[src/rtl/lsu_sq_fwd_if.sv]
// Store-queue port bundle: allocation, ROB commit, dcache drain and load-forwarding lookup.
// The master side is the LSU/ROB/dcache environment and the slave side is the store queue.
interface lsu_sq_fwd_if #(
  parameter int unsigned DATA_WIDTH = 32,
  parameter int unsigned ADDR_WIDTH = 32,
  parameter int unsigned TAG_WIDTH  = 6
);
  localparam int unsigned BS_WIDTH = DATA_WIDTH / 8;

  logic                  i_flush;
  logic                  o_full;
  logic                  o_empty;

  logic                  i_alloc_en;
  logic [TAG_WIDTH-1:0]  i_alloc_tag;
  logic [ADDR_WIDTH-1:0] i_alloc_addr;
  logic [DATA_WIDTH-1:0] i_alloc_data;
  logic [BS_WIDTH-1:0]   i_alloc_byte_sel;

  logic                  i_rob_retire_en;
  logic [TAG_WIDTH-1:0]  i_rob_retire_tag;

  logic                  o_retire_en;
  logic [ADDR_WIDTH-1:0] o_retire_addr;
  logic [DATA_WIDTH-1:0] o_retire_data;
  logic [BS_WIDTH-1:0]   o_retire_byte_sel;
  logic [TAG_WIDTH-1:0]  o_retire_tag;
  logic                  i_retire_stall;

  logic                  i_fwd_en;
  logic [ADDR_WIDTH-1:0] i_fwd_addr;
  logic [BS_WIDTH-1:0]   i_fwd_byte_sel;
  logic                  o_fwd_hit;
  logic                  o_fwd_conflict;
  logic [DATA_WIDTH-1:0] o_fwd_data;

  modport master (
    output i_flush, i_alloc_en, i_alloc_tag, i_alloc_addr, i_alloc_data, i_alloc_byte_sel,
           i_rob_retire_en, i_rob_retire_tag, i_retire_stall, i_fwd_en, i_fwd_addr, i_fwd_byte_sel,
    input  o_full, o_empty, o_retire_en, o_retire_addr, o_retire_data, o_retire_byte_sel,
           o_retire_tag, o_fwd_hit, o_fwd_conflict, o_fwd_data
  );

  modport slave (
    input  i_flush, i_alloc_en, i_alloc_tag, i_alloc_addr, i_alloc_data, i_alloc_byte_sel,
           i_rob_retire_en, i_rob_retire_tag, i_retire_stall, i_fwd_en, i_fwd_addr, i_fwd_byte_sel,
    output o_full, o_empty, o_retire_en, o_retire_addr, o_retire_data, o_retire_byte_sel,
           o_retire_tag, o_fwd_hit, o_fwd_conflict, o_fwd_data
  );
endinterface

[src/rtl/lsu_sq_fwd.sv]
// LSU store queue: in-order speculative stores, commit on ROB retire, in-order drain to the
// dcache, and combinational youngest-match store-to-load forwarding.
module lsu_sq_fwd #(
  parameter int unsigned SQ_DEPTH   = 8,
  parameter int unsigned DATA_WIDTH = 32,
  parameter int unsigned ADDR_WIDTH = 32,
  parameter int unsigned TAG_WIDTH  = 6
) (
  input  logic          clk,
  input  logic          rst,
  lsu_sq_fwd_if.slave   sq
);
  localparam int unsigned BS_WIDTH = DATA_WIDTH / 8;
  localparam int unsigned OFS      = $clog2(BS_WIDTH);
  localparam int unsigned PTR_W    = $clog2(SQ_DEPTH);

  typedef logic [PTR_W:0]   ptr_t;
  typedef logic [PTR_W-1:0] idx_t;

  logic [SQ_DEPTH-1:0]   valid_q, committed_q;
  logic [SQ_DEPTH-1:0]   valid_d, committed_d, commit_hit;
  logic [TAG_WIDTH-1:0]  tag_q   [SQ_DEPTH];
  logic [ADDR_WIDTH-1:0] addr_q  [SQ_DEPTH];
  logic [DATA_WIDTH-1:0] data_q  [SQ_DEPTH];
  logic [BS_WIDTH-1:0]   bsel_q  [SQ_DEPTH];

  ptr_t head_q, tail_q, count_q, n_comm;
  idx_t head_idx, tail_idx, fwd_idx;

  logic alloc_acc, drain_acc, retire_en;
  logic fwd_found;
  logic [BS_WIDTH-1:0]   fwd_ov, fwd_ov_sel;
  logic [DATA_WIDTH-1:0] fwd_data_sel;
  logic                  unused_fwd_addr;

  assign head_idx = head_q[PTR_W-1:0];
  assign tail_idx = tail_q[PTR_W-1:0];

  assign sq.o_full  = (count_q == ptr_t'(SQ_DEPTH));
  assign sq.o_empty = (count_q == '0);

  assign retire_en            = valid_q[head_idx] & committed_q[head_idx];
  assign sq.o_retire_en       = retire_en;
  assign sq.o_retire_addr     = addr_q[head_idx];
  assign sq.o_retire_data     = data_q[head_idx];
  assign sq.o_retire_byte_sel = bsel_q[head_idx];
  assign sq.o_retire_tag      = tag_q[head_idx];

  // A flush drops any same-cycle alloc; a full queue drops it even if a drain frees a slot.
  assign alloc_acc = sq.i_alloc_en & ~sq.o_full & ~sq.i_flush;
  assign drain_acc = retire_en & ~sq.i_retire_stall;

  assign unused_fwd_addr = ^sq.i_fwd_addr;

  always_comb begin
    commit_hit = '0;
    for (int unsigned i = 0; i < SQ_DEPTH; i++) begin
      if (sq.i_rob_retire_en && valid_q[i] && (tag_q[i] == sq.i_rob_retire_tag))
        commit_hit[i] = 1'b1;
    end
  end

  // Same-cycle commit is folded in before the flush so that entry survives it.
  always_comb begin
    valid_d     = valid_q;
    committed_d = committed_q | commit_hit;
    n_comm      = '0;
    for (int unsigned i = 0; i < SQ_DEPTH; i++)
      n_comm = n_comm + ptr_t'(valid_q[i] & committed_d[i]);
    if (sq.i_flush)
      valid_d = valid_q & committed_d;
    committed_d = committed_d & valid_d;
    if (alloc_acc) begin
      valid_d[tail_idx]     = 1'b1;
      committed_d[tail_idx] = 1'b0;
    end
    if (drain_acc) begin
      valid_d[head_idx]     = 1'b0;
      committed_d[head_idx] = 1'b0;
    end
  end

  always_ff @(posedge clk) begin
    if (rst) begin
      head_q      <= '0;
      tail_q      <= '0;
      count_q     <= '0;
      valid_q     <= '0;
      committed_q <= '0;
    end else begin
      valid_q     <= valid_d;
      committed_q <= committed_d;
      if (alloc_acc) begin
        tag_q[tail_idx]  <= sq.i_alloc_tag;
        addr_q[tail_idx] <= sq.i_alloc_addr;
        data_q[tail_idx] <= sq.i_alloc_data;
        bsel_q[tail_idx] <= sq.i_alloc_byte_sel;
      end
      if (drain_acc)
        head_q <= head_q + ptr_t'(1);
      if (sq.i_flush) begin
        tail_q  <= head_q + n_comm;
        count_q <= n_comm - ptr_t'(drain_acc);
      end else begin
        if (alloc_acc)
          tail_q <= tail_q + ptr_t'(1);
        count_q <= count_q + ptr_t'(alloc_acc) - ptr_t'(drain_acc);
      end
    end
  end

  // Walk oldest to youngest from head; the last match seen is the youngest overlapping store.
  always_comb begin
    fwd_found    = 1'b0;
    fwd_ov_sel   = '0;
    fwd_data_sel = '0;
    fwd_idx      = '0;
    fwd_ov       = '0;
    for (int unsigned i = 0; i < SQ_DEPTH; i++) begin
      fwd_idx = head_idx + idx_t'(i);
      fwd_ov  = bsel_q[fwd_idx] & sq.i_fwd_byte_sel;
      if (valid_q[fwd_idx] && (fwd_ov != '0) &&
          (addr_q[fwd_idx][ADDR_WIDTH-1:OFS] == sq.i_fwd_addr[ADDR_WIDTH-1:OFS])) begin
        fwd_found    = 1'b1;
        fwd_ov_sel   = fwd_ov;
        fwd_data_sel = data_q[fwd_idx];
      end
    end
  end

  assign sq.o_fwd_hit      = sq.i_fwd_en & fwd_found & (fwd_ov_sel == sq.i_fwd_byte_sel);
  assign sq.o_fwd_conflict = sq.i_fwd_en & fwd_found & (fwd_ov_sel != sq.i_fwd_byte_sel);
  assign sq.o_fwd_data     = fwd_data_sel;
endmodule

[src/flat_wrapper.sv]
// flat-port wrapper written by rule: the top's interface ports become plain ports
module lsu_sq_fwd_flat 
#(
  parameter int unsigned SQ_DEPTH   = 8,
  parameter int unsigned DATA_WIDTH = 32,
  parameter int unsigned ADDR_WIDTH = 32,
  parameter int unsigned TAG_WIDTH  = 6
)
  (clk, rst, sq_i_flush, sq_i_alloc_en, sq_i_alloc_tag, sq_i_alloc_addr, sq_i_alloc_data, sq_i_alloc_byte_sel, sq_i_rob_retire_en, sq_i_rob_retire_tag, sq_i_retire_stall, sq_i_fwd_en, sq_i_fwd_addr, sq_i_fwd_byte_sel, sq_o_full, sq_o_empty, sq_o_retire_en, sq_o_retire_addr, sq_o_retire_data, sq_o_retire_byte_sel, sq_o_retire_tag, sq_o_fwd_hit, sq_o_fwd_conflict, sq_o_fwd_data);
  lsu_sq_fwd_if #(.DATA_WIDTH(DATA_WIDTH), .ADDR_WIDTH(ADDR_WIDTH), .TAG_WIDTH(TAG_WIDTH)) sq_i ();
  input  logic clk;
  input  logic rst;
  input wire logic [$bits(sq_i.i_flush)-1:0] sq_i_flush;
  input wire logic [$bits(sq_i.i_alloc_en)-1:0] sq_i_alloc_en;
  input wire logic [$bits(sq_i.i_alloc_tag)-1:0] sq_i_alloc_tag;
  input wire logic [$bits(sq_i.i_alloc_addr)-1:0] sq_i_alloc_addr;
  input wire logic [$bits(sq_i.i_alloc_data)-1:0] sq_i_alloc_data;
  input wire logic [$bits(sq_i.i_alloc_byte_sel)-1:0] sq_i_alloc_byte_sel;
  input wire logic [$bits(sq_i.i_rob_retire_en)-1:0] sq_i_rob_retire_en;
  input wire logic [$bits(sq_i.i_rob_retire_tag)-1:0] sq_i_rob_retire_tag;
  input wire logic [$bits(sq_i.i_retire_stall)-1:0] sq_i_retire_stall;
  input wire logic [$bits(sq_i.i_fwd_en)-1:0] sq_i_fwd_en;
  input wire logic [$bits(sq_i.i_fwd_addr)-1:0] sq_i_fwd_addr;
  input wire logic [$bits(sq_i.i_fwd_byte_sel)-1:0] sq_i_fwd_byte_sel;
  output wire logic [$bits(sq_i.o_full)-1:0] sq_o_full;
  output wire logic [$bits(sq_i.o_empty)-1:0] sq_o_empty;
  output wire logic [$bits(sq_i.o_retire_en)-1:0] sq_o_retire_en;
  output wire logic [$bits(sq_i.o_retire_addr)-1:0] sq_o_retire_addr;
  output wire logic [$bits(sq_i.o_retire_data)-1:0] sq_o_retire_data;
  output wire logic [$bits(sq_i.o_retire_byte_sel)-1:0] sq_o_retire_byte_sel;
  output wire logic [$bits(sq_i.o_retire_tag)-1:0] sq_o_retire_tag;
  output wire logic [$bits(sq_i.o_fwd_hit)-1:0] sq_o_fwd_hit;
  output wire logic [$bits(sq_i.o_fwd_conflict)-1:0] sq_o_fwd_conflict;
  output wire logic [$bits(sq_i.o_fwd_data)-1:0] sq_o_fwd_data;
  assign sq_i.i_flush = sq_i_flush;
  assign sq_i.i_alloc_en = sq_i_alloc_en;
  assign sq_i.i_alloc_tag = sq_i_alloc_tag;
  assign sq_i.i_alloc_addr = sq_i_alloc_addr;
  assign sq_i.i_alloc_data = sq_i_alloc_data;
  assign sq_i.i_alloc_byte_sel = sq_i_alloc_byte_sel;
  assign sq_i.i_rob_retire_en = sq_i_rob_retire_en;
  assign sq_i.i_rob_retire_tag = sq_i_rob_retire_tag;
  assign sq_i.i_retire_stall = sq_i_retire_stall;
  assign sq_i.i_fwd_en = sq_i_fwd_en;
  assign sq_i.i_fwd_addr = sq_i_fwd_addr;
  assign sq_i.i_fwd_byte_sel = sq_i_fwd_byte_sel;
  assign sq_o_full = sq_i.o_full;
  assign sq_o_empty = sq_i.o_empty;
  assign sq_o_retire_en = sq_i.o_retire_en;
  assign sq_o_retire_addr = sq_i.o_retire_addr;
  assign sq_o_retire_data = sq_i.o_retire_data;
  assign sq_o_retire_byte_sel = sq_i.o_retire_byte_sel;
  assign sq_o_retire_tag = sq_i.o_retire_tag;
  assign sq_o_fwd_hit = sq_i.o_fwd_hit;
  assign sq_o_fwd_conflict = sq_i.o_fwd_conflict;
  assign sq_o_fwd_data = sq_i.o_fwd_data;
  lsu_sq_fwd #(.SQ_DEPTH(SQ_DEPTH), .DATA_WIDTH(DATA_WIDTH), .ADDR_WIDTH(ADDR_WIDTH), .TAG_WIDTH(TAG_WIDTH)) u_core (.clk(clk), .rst(rst), .sq(sq_i));
endmodule
[config.mk]
export PLATFORM = sky130hd
export DESIGN_NAME = lsu_sq_fwd_flat
export DESIGN_NICKNAME = d
export VERILOG_FILES = /design/src/rtl/lsu_sq_fwd_if.sv /design/src/rtl/lsu_sq_fwd.sv /design/src/flat_wrapper.sv
export SDC_FILE = /design/constraint.sdc
export NUM_CORES = 2
export LEC_CHECK = 0
export BUFFER_PORTS_ARGS = -buffer_cell sky130_fd_sc_hd__buf_4
export CELL_PAD_IN_SITES_DETAIL_PLACEMENT = 0
export CELL_PAD_IN_SITES_GLOBAL_PLACEMENT = 1
export CORE_ASPECT_RATIO = 1.1
export CORE_UTILIZATION = 53
export CTS_CLUSTER_SIZE = 10
export DETAILED_ROUTE_END_ITERATION = 12
export PLACE_DENSITY = 0.9
export SETUP_SLACK_MARGIN = 0.2
export SLEW_MARGIN = 20
export SYNTH_ARGS = -nofsm -noshare
export SYNTH_HDL_FRONTEND = slang
export SYNTH_SLANG_ARGS = --single-unit
[constraint.sdc]
create_clock -name clk -period 8.1 [get_ports clk]
set_input_delay 1.62 -clock clk [delete_from_list [all_inputs] [get_ports clk]]
set_output_delay 1.62 -clock clk [all_outputs]
set_load 0.01 [all_outputs]
==> flow_summary.yaml <==
outcome:
  outcome: "completed"
synth:
  synthFlopType: "edfxtp_1"
  ys_seq_area_frac: 0.354
  synth_edf_count: 592
  synth_top_family_by_area: "multiplexers"
  synthMuxAreaShare: 0.405
  synth-compound-area-share: 0.0677
  async_reset_ff_frac: 0
  synth.net_count: 4024
  yosys_warnings: 0
  ys_ff_latch: 621
  netlist_area_sq_um: 51800
  synth-adder-area-share: 0.00690
  syn_avg_cell_area_sq_um: 13.4
  synth_simple_gate_area_frac: 0.0780
  synth_xor_area_frac: 0.0491
  synth.distinct_cells: 79
  synth_cells: 3876
floorplan:
  core_area_sq_um: 96300
  pin_count: 234
  dieHeight_um: 330
  die_area_sq_um: 99100
  initial_core_util: 0.538
  die_w_um: 300
  rows: 119
detailed_routing:
  wl_met2_um: 81100
  drc: 0
  wl_um: 174000
  drt_iter0_markers: 6149
  post_drt_wl_per_cell_um: 33.2
  first_pass_iters: 5
  ant_nets: 0
  wl_met3_um: 22800
  num_vias: 39700
  maxUsedRoutingLayer: "met5"
  vias_per_cell: 7.59
  wl_met1_um: 59200
sta:
  setup_viol: 0
  slew_violations: 0
  min_period_over_period: 0.971
  grt_setup_unrepaired: "no"
  min_period_ns: 7.86
  fin_hold_ws_ns: 0.563
  hold_viol: 0
  worstMarginPinSlew_ns: 1.16
  tns_ns: 0
  slew_headroom: 0.228
  skew_ns: 0.0302
  max_freq_ghz: 0.127
global_routing:
  grt_pass1_vias: 37600
  grt_max_degree: 141
  grt_usage: 0.344
  grt_pass1_wl_um: 251000
  grt.overflow.total: 0
  grt_antenna_before_repair: 18
worst_setup_path:
  cp.arrival_ns: 6.24
  critPathCaptureType: "output port"
  path_class: "reg2out"
  critPathLaunchType: "flop"
  required_ns: 6.48
  cp_max_fo: 71
clock_tree:
  cts_tree: "yes"
  clkTransAtPathRegs_ns: 0.06
  ctsHoldBuffers: 0
  clk_latency_ns: 0.66
  htree_num_levels: 3
  cts_buffers: 74
  cts_buffer_depth: 3
  clock-root-buffer: "clkbuf_16"
  cts_sinks: 621
placement:
  place_area_sq_um: 54500
  placement.io_buffers: 231
  gp_congestion: 1.05
  dp_hpwl_um: 112000
final_layout:
  mostFrequentLayoutCell: "mux4_2"
  multi_input_area_sq_um: 31600
  area_growth_pct: 9.55
  final_cell_mix: "mux4_2 (702), edfxtp_1 (592), nand2_1 (413)"
  finalInstanceArea_sq_um: 56800
  ff_latch_area_sq_um: 18400
  nFillCells: 7364
  fin_nets: 4068
  drive_gt1_frac: 0.327
hold_path:
  hp-class: "reg2reg"
job:
  drv_cap: 0
power_and_ir_drop:
  ir_drop_uv: 179
  p_per_area_nw_per_um2: 123
  p_leak_uw: 0.0179
[cell usage after synthesis (44+ instances only)]
| master | count | share of area |
|---|---|---|
| mux4_2 | 702 | 0.30 |
| edfxtp_1 | 592 | 0.34 |
| nand2_1 | 414 | 0.030 |
| mux2i_1 | 382 | 0.074 |
| xnor2_1 | 203 | 0.034 |
| clkbuf_1 | 136 | 0.0098 |
| buf_2 | 122 | 0.012 |
| mux2_2 | 119 | 0.026 |
| xor2_1 | 84 | 0.014 |
| nor2_1 | 83 | 0.0060 |
| a211oi_1 | 74 | 0.011 |
| a21oi_1 | 65 | 0.0063 |
| nand2b_1 | 52 | 0.0063 |
| nand3_1 | 52 | 0.0050 |
| a221oi_1 | 50 | 0.0084 |
| buf_1 | 49 | 0.0035 |
| and2_1 | 47 | 0.0057 |
| nand4_1 | 44 | 0.0053 |
[worst paths after layout]
path / slack, ns / endpoint / start / cells after the start
hold reg to reg: 0.56 / u_core.valid_q[6] / u_core.valid_q[6] / 2
hold / removal: 0.56 / u_core.valid_q[6] / u_core.valid_q[6] / 2
setup / recovery: 0.24 / sq_o_fwd_conflict / u_core.head_q[2] / 15
setup reg to reg: 3.17 / u_core.tail_q[2] / u_core.tag_q[6][0] / 15
[report_power, final]
part,switching [uW],total (uW),internal (uW)
registers,27.0,3570,3540
clock network,1320,3000,1680
logic,268,435,167
total,1620,7000,5380
[logic make-up (layout without fill, tap and decap cells)]
family | after synthesis | in the layout
other | 0 | 8
AOI/OAI and AO/OA | 474 | 474
DFF | 621 | 621
and+or+nand+nor | 844 | 844
buffers and inverters | 420 | 497
adders and majority gates | 25 | 25
xor gates and xnor gates | 289 | 289
muxes | 1203 | 1203
[timing repair]
action | 4_1_cts | 5_1_grt
pin swaps | 0 | 2
buffers inserted | 0 | 2
setup endpoints to repair | 2 | 8
gates cloned | 0 | 1
resized for setup | 1 | 4
[registers in the layout, indices dropped and copies added (netlist names), named ones only]
| signal | count |
|---|---|
| u_core.committed_q | 8 |
| u_core.bsel_q | 32 |
| u_core.tag_q | 48 |
| u_core.head_q | 3 |
| u_core.count_q | 4 |
| u_core.addr_q | 256 |
| u_core.data_q | 256 |
| u_core.tail_q | 3 |
| u_core.valid_q | 8 |
[critical path, cell delays in order (launching register included)]
cell and delay (ns):
dfxtp_4 0.37, clkinv_1 0.41, ha_4 0.71, buf_4 0.57, mux4_2 0.57, mux2i_1 0.22
xnor2_1 0.13, nor4_1 0.57, nand4_1 0.40, nor2_4 0.23, buf_12 0.32, nand2_1 0.10
o311a_1 0.16, or2_0 0.20, a41oi_1 0.40, buf_4 0.21
[layer usage]
layer  track usage  vias to the layer above
met2         0.540                     3237
met4         0.185                       22
li1              -                    15900
met1         0.444                    19900
met5             0                        -
met3        0.0832                      601
[stage by stage]
stage,total power [uW],util,instances,setup slack [ns]
2_1_floorplan,3840,-,3876,1.08
3_3_place_gp,4040,0.566,5109,0.848
3_5_place_dp,4050,0.566,5109,0.858
4_1_cts,7020,0.588,5218,0.252
5_1_grt,7140,0.590,5228,0.179
6_report,7000,0.590,5231,0.236
[cell type report]
type	instances	area share
well taps	1270	0.0280
repair buffers	338	0.0510
diodes	8	0.000352
inverters	50	0.00341
clock inverters	13	0.00275
clock buffers	96	0.0341
multi-input cells	2835	0.557
flip-flops and latches	621	0.324
Power figures use the tool's default switching activity.
